$ cat src/rtl/flappy_pkg.sv
// Shared screen geometry, scan FSM states and the pipe-table record
// used by the collision detector and the pipe-table writer.
package flappy_pkg;
  localparam int COORD_W   = 10;
  localparam int SCREEN_H  = 480;
  localparam int BIRD_X    = 160;
  localparam int BIRD_SIZE = 16;
  localparam int PIPE_W    = 32;
  localparam int GAP_H     = 96;

  typedef logic [COORD_W-1:0] coord_t;
  // One extra bit so edge sums near 2^COORD_W never wrap.
  typedef logic [COORD_W:0]   ext_t;

  typedef enum logic [1:0] {IDLE, FETCH, DRAIN, REPORT} cd_state_t;

  typedef struct packed {
    logic   valid;
    coord_t x;
    coord_t gap_y;
  } pipe_t;

  function automatic ext_t ext(input coord_t c);
    return {1'b0, c};
  endfunction
endpackage

$ cat src/rtl/collision_detector_if.sv
// Read port between the collision detector and the pipe table (1-cycle latency).
interface collision_detector_if
  import flappy_pkg::*;
  #(parameter int N_PIPES = 4);
  localparam int IDX_W = (N_PIPES > 1) ? $clog2(N_PIPES) : 1;

  logic             pipe_rd;
  logic [IDX_W-1:0] pipe_idx;
  logic             pipe_valid;
  coord_t           pipe_x;
  coord_t           gap_y;

  modport master (output pipe_rd, pipe_idx, input pipe_valid, pipe_x, gap_y);
  modport slave  (input pipe_rd, pipe_idx, output pipe_valid, pipe_x, gap_y);
endinterface

$ cat src/rtl/collision_detector_overlap.sv
// Combinational bird-vs-pipe rectangle test; touching edges are not a hit.
module pipe_overlap
  import flappy_pkg::*;
(
  input  coord_t bird_y_i,
  input  pipe_t  pipe_i,
  output logic   hit_o
);
  ext_t bx_l, bx_r, px_l, px_r, by_t, by_b, g_t, g_b;
  logic x_ovl, y_out;

  assign bx_l = ext_t'(BIRD_X);
  assign bx_r = ext_t'(BIRD_X + BIRD_SIZE);
  assign px_l = ext(pipe_i.x);
  assign px_r = ext(pipe_i.x) + ext_t'(PIPE_W);
  assign by_t = ext(bird_y_i);
  assign by_b = ext(bird_y_i) + ext_t'(BIRD_SIZE);
  assign g_t  = ext(pipe_i.gap_y);
  assign g_b  = ext(pipe_i.gap_y) + ext_t'(GAP_H);

  assign x_ovl = (bx_r > px_l) && (bx_l < px_r);
  assign y_out = (by_t < g_t) || (by_b > g_b);
  assign hit_o = pipe_i.valid && x_ovl && y_out;
endmodule

$ cat src/rtl/collision_detector.sv
// Per-frame scan of the pipe table plus floor test; raises a sticky collision flag.
module collision_detector
  import flappy_pkg::*;
  #(parameter int N_PIPES = 4)
(
  input  logic clk,
  input  logic reset,
  input  logic frame_tick,
  input  logic game_over,
  input  coord_t bird_y,
  collision_detector_if.master pt,
  output logic collision,
  output logic scan_done
);
  localparam int IDX_W = (N_PIPES > 1) ? $clog2(N_PIPES) : 1;
  localparam logic [IDX_W-1:0] LAST = IDX_W'(N_PIPES - 1);

  cd_state_t        state_q, state_d;
  logic [IDX_W-1:0] idx_q, idx_d;
  coord_t           by_q, by_d;
  logic             rd_q;
  logic             hit_q, hit_d;
  logic             ovl_hit, floor_hit;
  pipe_t            pipe_ret;

  assign pipe_ret  = '{valid: pt.pipe_valid, x: pt.pipe_x, gap_y: pt.gap_y};
  assign floor_hit = (ext(by_q) + ext_t'(BIRD_SIZE)) > ext_t'(SCREEN_H);

  pipe_overlap u_ovl (.bird_y_i(by_q), .pipe_i(pipe_ret), .hit_o(ovl_hit));

  always_comb begin
    state_d   = state_q;
    idx_d     = idx_q;
    by_d      = by_q;
    hit_d     = hit_q;
    pt.pipe_rd = 1'b0;
    scan_done = 1'b0;
    // rd_q marks the cycle the table data for the previous read is on the bus.
    if (rd_q && ovl_hit) hit_d = 1'b1;
    unique case (state_q)
      IDLE: begin
        idx_d = '0;
        if (frame_tick && !game_over) begin
          by_d    = bird_y;
          state_d = FETCH;
        end
      end
      FETCH: begin
        pt.pipe_rd = 1'b1;
        if (idx_q == '0 && floor_hit) hit_d = 1'b1;
        if (idx_q == LAST) begin
          idx_d   = '0;
          state_d = DRAIN;
        end else begin
          idx_d = idx_q + 1'b1;
        end
      end
      DRAIN:  state_d = REPORT;
      REPORT: begin
        scan_done = 1'b1;
        state_d   = IDLE;
      end
      default: state_d = IDLE;
    endcase
  end

  always_ff @(posedge clk) begin
    if (reset) begin
      state_q <= IDLE;
      idx_q   <= '0;
      by_q    <= '0;
      rd_q    <= 1'b0;
      hit_q   <= 1'b0;
    end else begin
      state_q <= state_d;
      idx_q   <= idx_d;
      by_q    <= by_d;
      rd_q    <= pt.pipe_rd;
      hit_q   <= hit_d;
    end
  end

  assign pt.pipe_idx = idx_q;
  assign collision   = hit_q;
endmodule

$ cat src/flat_wrapper.sv
// flat-port wrapper written by rule: the top's interface ports become plain ports
module collision_detector_flat import flappy_pkg::*;
#(parameter int N_PIPES = 4)
  (clk, reset, frame_tick, game_over, bird_y, collision, scan_done, pt_pipe_rd, pt_pipe_idx, pt_pipe_valid, pt_pipe_x, pt_gap_y);
  collision_detector_if #(.N_PIPES(N_PIPES)) pt_i ();
  input  logic clk;
  input  logic reset;
  input  logic frame_tick;
  input  logic game_over;
  input  coord_t bird_y;
  output logic collision;
  output logic scan_done;
  output wire logic [$bits(pt_i.pipe_rd)-1:0] pt_pipe_rd;
  output wire logic [$bits(pt_i.pipe_idx)-1:0] pt_pipe_idx;
  input wire logic [$bits(pt_i.pipe_valid)-1:0] pt_pipe_valid;
  input wire logic [$bits(pt_i.pipe_x)-1:0] pt_pipe_x;
  input wire logic [$bits(pt_i.gap_y)-1:0] pt_gap_y;
  assign pt_pipe_rd = pt_i.pipe_rd;
  assign pt_pipe_idx = pt_i.pipe_idx;
  assign pt_i.pipe_valid = pt_pipe_valid;
  assign pt_i.pipe_x = pt_pipe_x;
  assign pt_i.gap_y = pt_gap_y;
  collision_detector #(.N_PIPES(N_PIPES)) u_core (.clk(clk), .reset(reset), .frame_tick(frame_tick), .game_over(game_over), .bird_y(bird_y), .pt(pt_i), .collision(collision), .scan_done(scan_done));
endmodule
$ cat config.mk
export PLATFORM = sky130hd
export DESIGN_NAME = collision_detector_flat
export DESIGN_NICKNAME = d
export VERILOG_FILES = /design/src/rtl/flappy_pkg.sv /design/src/rtl/collision_detector_if.sv /design/src/rtl/collision_detector_overlap.sv /design/src/rtl/collision_detector.sv /design/src/flat_wrapper.sv
export SDC_FILE = /design/constraint.sdc
export NUM_CORES = 1
export LEC_CHECK = 0
export BUFFER_PORTS_ARGS = -buffer_cell sky130_fd_sc_hd__buf_2
export CORE_MARGIN = 3
export CORE_UTILIZATION = 24
export DETAILED_ROUTE_END_ITERATION = 10
export GPL_TIMING_DRIVEN = 0
export MAX_ROUTING_LAYER = met4
export PLACE_DENSITY_LB_ADDON = 0.05
export SETUP_SLACK_MARGIN = 0.3
export SYNTH_ARGS = -nofsm -noshare
export SYNTH_HDL_FRONTEND = slang
export SYNTH_HIERARCHICAL = 1
export SYNTH_SLANG_ARGS = --single-unit
$ cat constraint.sdc
create_clock -name clk -period 2.2 [get_ports clk]
set_input_delay 0.44 -clock clk [delete_from_list [all_inputs] [get_ports clk]]
set_output_delay 0.44 -clock clk [all_outputs]
set_load 0.05 [all_outputs]
-- Word-level counts from Yosys, hierarchy flattened
Index checks and enable logic that the tools add are counted.
- $add $sub $neg: 4
- order comparisons: 5
- eq/ne operators: 6
- mux-type cells: 10
- reductions and logical operators: 13
- operator list (cell ; count):
    10-bit by 5-bit adder with 11-bit output (second input constant) ; 1
    10-bit by 6-bit adder with 11-bit output (second input constant) ; 1
    10-bit by 7-bit adder with 11-bit output (second input constant) ; 1
    11-bit greater-than comparator ; 1
    11-bit by 9-bit greater-than comparator with 1-bit output (second input constant) ; 1
    8-bit by 11-bit < comparator with 1-bit output (first input constant) ; 1
    8-bit by 10-bit greater-than comparator with 1-bit output (first input constant) ; 1
    10-bit < comparator ; 1
    2-bit one-hot mux with 4 select lines ; 1
    2-bit == test (second input constant) ; 3
    1-bit logical AND ; 6
    2-bit two-way mux ; 3
    1-bit two-way mux ; 5
    2-bit logical NOT ; 2
    2-bit by 1-bit != test with 1-bit output (second input constant) ; 2
    2-bit one-hot mux with 2 select lines ; 1
    2-bit AND reduction ; 2
    2-bit by 1-bit adder with 2-bit output (second input constant) ; 1
    2-bit by 1-bit == test with 1-bit output (second input constant) ; 1
    2-bit nonzero test ; 1
    1-bit logical NOT ; 1
    1-bit logical OR ; 1
- bits in registers: 16
- input bits: 35
- output and inout port bits: 5
- word-level logic and storage cells: 43

-- Depth between registers and ports, before layout
- word-level depth: 9
- gate-level depth with buffers: 13
- gate-level depth less buffers: 13

-- Modules after synthesis
The synthesis kept the hierarchy.
- by module, submodules not included (module ; instances ; cells each ; area an instance (µm²) ; seq. area each (µm²)):
    collision_detector ; 1 ; 83 ; 777.0 ; 320.3
    pipe_overlap ; 1 ; 79 ; 616.8 ; 0.0

-- Worst setup path before layout
OpenSTA, ideal clock, no wires.
- kind: register -> register
- from: reg u_core.by_q[4]
- to: reg u_core.hit_q, in the netlist u_core/collision
- arrival time: 2180 ps
- data required time: 2077 ps
- path slack: -102 ps
- stages on the path, launching flop included: 13
- path buffers: 0
- clock period less this slack: 2302 ps
- cell sequence: dfxtp_1 ha_1 nand3_1 xnor2_1 ha_1 a211oi_1 o21bai_1 a211oi_1 o32ai_1 a21oi_1 nor2_1 nor3_1 a2bb2oi_1
- cells in the longest elaborated chain, start to end: 8
- elaborated cells between the ends (all ways): 11
- classes of those cells: add/sub: 1; order compare: 3; mux: 3; reduce/logical: 4
- ends and longest elaborated chain (element ; line ; RTL):
    start: declaration ; collision_detector.sv:20 ; coord_t by_q, by_d;
    start signal: assignment ; collision_detector.sv:77 ; by_q <= by_d;
    10-bit by 5-bit adder with 11-bit output ; collision_detector_overlap.sv:17 ; assign by_b = ext(bird_y_i) + ext_t'(BIRD_SIZE);
    11-bit greater-than comparator ; collision_detector_overlap.sv:22 ; assign y_out = (by_t < g_t) || (by_b > g_b);
    1-bit logical OR * ; collision_detector_overlap.sv:22 ;
    1-bit logical AND * ; collision_detector_overlap.sv:23 ; assign hit_o = pipe_i.valid && x_ovl && y_out;
    net u_core.ovl_hit ; collision_detector.sv:23 ; logic ovl_hit, floor_hit;
    1-bit logical AND * ; collision_detector.sv:39 ; if (rd_q && ovl_hit) hit_d = 1'b1;
    1-bit two-way mux * ; collision_detector.sv:39 ;
    1-bit two-way mux ; collision_detector.sv:50 ; if (idx_q == '0 && floor_hit) hit_d = 1'b1;
    1-bit two-way mux * ; collision_detector.sv:40 ; unique case (state_q)
    end signal: assignment ; collision_detector.sv:79 ; hit_q <= hit_d;
    end: declaration ; collision_detector.sv:22 ; logic hit_q, hit_d;
Mark *: on every way through the listed nets, which the timed path passes. The rest lies on a longest branch.
A chain may end at the register's enable or synchronous reset.

-- Worst setup path in the final report
- from: reg u_core.by_q[6]
- to: reg u_core.hit_q, in the netlist u_core/collision
Same word-level chain as after synthesis.

==> summary.md <==
| Metric | Value |
|---|---|
| Met2 WL | `between 1.5 and 2 mm` |
| Gp weighted congestion | `0.760` |
| Port Buf Inserts | `39` |
| Post-synth top flop | `dfxtp_1` |
| PwrDens | `roughly 630 nW/µm²` |
| Area taken by multi-input logic gates | `1060 µm²` |
| Sequential cell area | `approximately 340 µm²` |
| Seq/Total Area, Yosys | `0.230` |
| Startpoint types | `flop` |
| DRT iter0 DRCs | `98` |
| Clk buf depth | `2` |
| Final worst slack | `-125 ps` |
| Clock slew at reported path FFs | `approximately 70 ps` |
| Clk pwr share | `0.196` |
| VDD IR max | `0.325 mV` |
| Worst slew margin | `0.741` |
| Syn_area_per_cell | `between 8 and 9 µm²` |
| Starting Density | `0.250` |
| Largest area contributor in the netlist | `ha_1` |
| Final Hold Fails | `0` |
| Number of vias in the routed layout | `around 1300` |
| Routed wire per std cell | `about 13 µm` |
| Layout Nets | `between 200 and 300` |
| Worst path required time | `about 2300 ps` |
| Status | `complete, but fails checks` |
| Layout fillers | `588` |
| Sequential Power Share | `0.328` |
| Hold slack final | `approximately 430 ps` |
| Hold buffers post-CTS | `0` |
| Total track usage | `0.118` |
| WP data arrival | `2460 ps` |
| Vias in the first global route | `roughly 1300` |
| CTS tree | `done` |
| Largest net degree at the start of global routing | `11` |
| Final Max Slew Viols | `0` |
| Fin cells | `between 200 and 300` |
| RSZ-0062 raised after global routing | `true` |
| Die height | `82.2 µm` |
| Final ANT Viol Nets | `0` |
| Die W | `between 80 and 90 µm` |
| Synth unique cells | `44` |
| Vias per cell | `4.66` |
| CP Max Fanout | `5` |
| Comb power frac | `0.476` |
| Dpl hpwl | `slightly below 3 mm` |
| Clock sinks | `16` |
| Core Area | `between 5000 and 6000 µm²` |
| Initial antenna violation count | `0` |
| Yosys warns | `6` |
| Root Buffer | `clkbuf_8` |
| Syn Nets | `between 200 and 250` |
| Mapped Cells | `around 160` |
| Rows | `27` |
| Slew @ Worst Pin | `385 ps` |
| Crit Path Category | `reg -> reg` |
| Core Util, Final | `0.335` |
| 1st-pass router iterations | `4` |
| Top post-synthesis cells by count | `ha_1 (27), nor2_1 (17), dfxtp_1 (16), inv_1 (15), mux2i_1 (11)` |
| GRT overflow | `0` |
| Top post-synthesis cells by area | `ha_1 (24%), dfxtp_1 (23%), mux2i_1 (7.9%)` |
| Post-synthesis cell area | `approximately 1400 µm²` |
| Met3 wire length | `between 150 and 200 µm` |
| Routed WL | `3.70 mm` |
| Synthesized flop and latch total | `16` |
| Fraction of registers with async set/reset | `0` |
| Reg2Reg Depth | `13` |
| CTS H-tree lvls | `1` |
| Final setup fails | `1` |
| Proportion of layout cells with a drive suffix above 1 | `0.352` |
| Metal-1 WL | `approximately 1.8 mm` |
| Pleak | `~0.92 nW` |
| Top Ports | `40` |
| Die ar. | `a little under 7000 µm²` |
| Max Cap Viol | `0` |
| Final min period | `between 2000 and 2500 ps` |
| Failing checks | `negative setup slack` |
| Number of buffers created by CTS | `3` |
| Max Clock Skew | `4.13 ps` |
| Clock latency on the worst-skew pair | `250 ps` |
| CP Capture Type | `flop` |
| Most frequent cell after synthesis | `ha_1` |
| Area grow syn2layout | `34.0%` |
| DRC viols | `0` |
| Final period utilization | `1.06` |
| Switching power total | `between 400 and 500 µW` |
| Final setup TNS | `-125 ps` |
| Cell-internal power | `710 µW` |
| Fmax | `430 MHz` |
| Post-synth EDFFs | `0` |
| DR top layer | `met4` |
| Placed cells | `273` |
| Antenna cell count | `0` |
| Worst Hold Depth | `3` |
| First-pass GRT wire length | `6.04 mm` |
| Switch share | `0.393` |
| Post-synth top area share | `0.242` |
| Worst hold-check path type | `in -> reg` |
[layout make-up]
class,count,area share
multi-input combinational,127,0.567
sequential,16,0.182
timing repair buffer,47,0.139
tap,72,0.0482
inverter,17,0.0342
clock buffer,4,0.0241
buffer,2,0.00670
[path summary, 6_finish.rpt]
| path | start | to | slack (ps) |
|---|---|---|---|
| worst min register to register | u_core/by_q[7]$_SDFFE_PP0P_ | u_core/by_q[7]$_SDFFE_PP0P_ | 550 |
| worst max-delay path | u_core/by_q[6]$_SDFFE_PP0P_ | u_core/collision$_SDFF_PP0_ | -130 |
| worst max register to register | u_core/by_q[6]$_SDFFE_PP0P_ | u_core/collision$_SDFF_PP0_ | -130 |
| worst min-delay path | bird_y[3] | u_core/by_q[3]$_SDFFE_PP0P_ | 430 |
[critical path, stage by stage (launching register included)]
cell and delay [ps]:
dfxtp_4 380, and3_4 180, nand3_1 90, xnor2_1 200, ha_2 310, o21ai_2 110
o21bai_1 80, buf_4 150, a211oi_2 170, o32ai_2 130, a21oi_1 140, nor2_1 60
nor3_1 130, a2bb2oi_1 80
[state kept, by name, summed over array words and instances, names as in the netlist]
signal              cells
u_core/state_q          2
u_core/pt.pipe_idx      2
u_core/by_q            10
u_core/rd_q             1
u_core/collision        1
[timing repair]
| item | 4_1_cts | 5_1_grt |
|---|---|---|
| pin swaps | 5 | 3 |
| endpoints found under the setup margin | 1 | 1 |
| gates resized for setup | 15 | 5 |
| setup buffers | 5 | 3 |
[stage by stage]
step	cell area [µm²]	power [mW]	setup WS, ps
2_1_floorplan	1410	0.764	0.400
3_3_place_gp	1690	0.891	-492
3_5_place_dp	1690	0.904	-519
4_1_cts	1830	1.17	-167
5_1_grt	1870	1.27	-343
6_report	1870	1.17	-125
[cells in the final DEF, fill, tap and decap left out, types with 3 or more instances in the layout]
cell type and n:
dfxtp_4 5, a21oi_1 9, clkbuf_8 3, buf_4 8, nand3_1 4, dfxtp_1 11, inv_2 3, xnor2_1 4
inv_1 14, mux2i_1 11, nand2_1 4, nor3_1 6, ha_1 24, nor2_1 17, buf_2 40
[logic make-up (layout without fill, tap and decap cells)]
family | count (synthesis) | count (layout) | share of synthesized area
flops | 16 | 16 | 0.230
xor+xnor | 7 | 7 | 0.0440
fa+ha+maj | 27 | 27 | 0.242
mux | 11 | 11 | 0.0790
buf+inv | 19 | 70 | 0.0548
compound gates | 29 | 29 | 0.138
simple gates | 53 | 53 | 0.212
[power groups by stage]
| stage | Combinational, mW | Sequential, mW | Clock, mW |
|---|---|---|---|
| floorplan | 0.360 | 0.404 | 0 |
| global placement | 0.491 | 0.399 | 0 |
| detailed placement | 0.503 | 0.401 | 0 |
| CTS | 0.546 | 0.387 | 0.241 |
| global route | 0.621 | 0.391 | 0.254 |
| finish | 0.557 | 0.384 | 0.230 |
[metal layers]
layer | track usage | up-vias
li1 | - | 685
met1 | 0.158 | 604
met2 | 0.186 | 37
met3 | 0.0184 | 2
met4 | 0.0249 | 0
met5 | - | -
No activity file was read; power rests on OpenSTA's default activity.
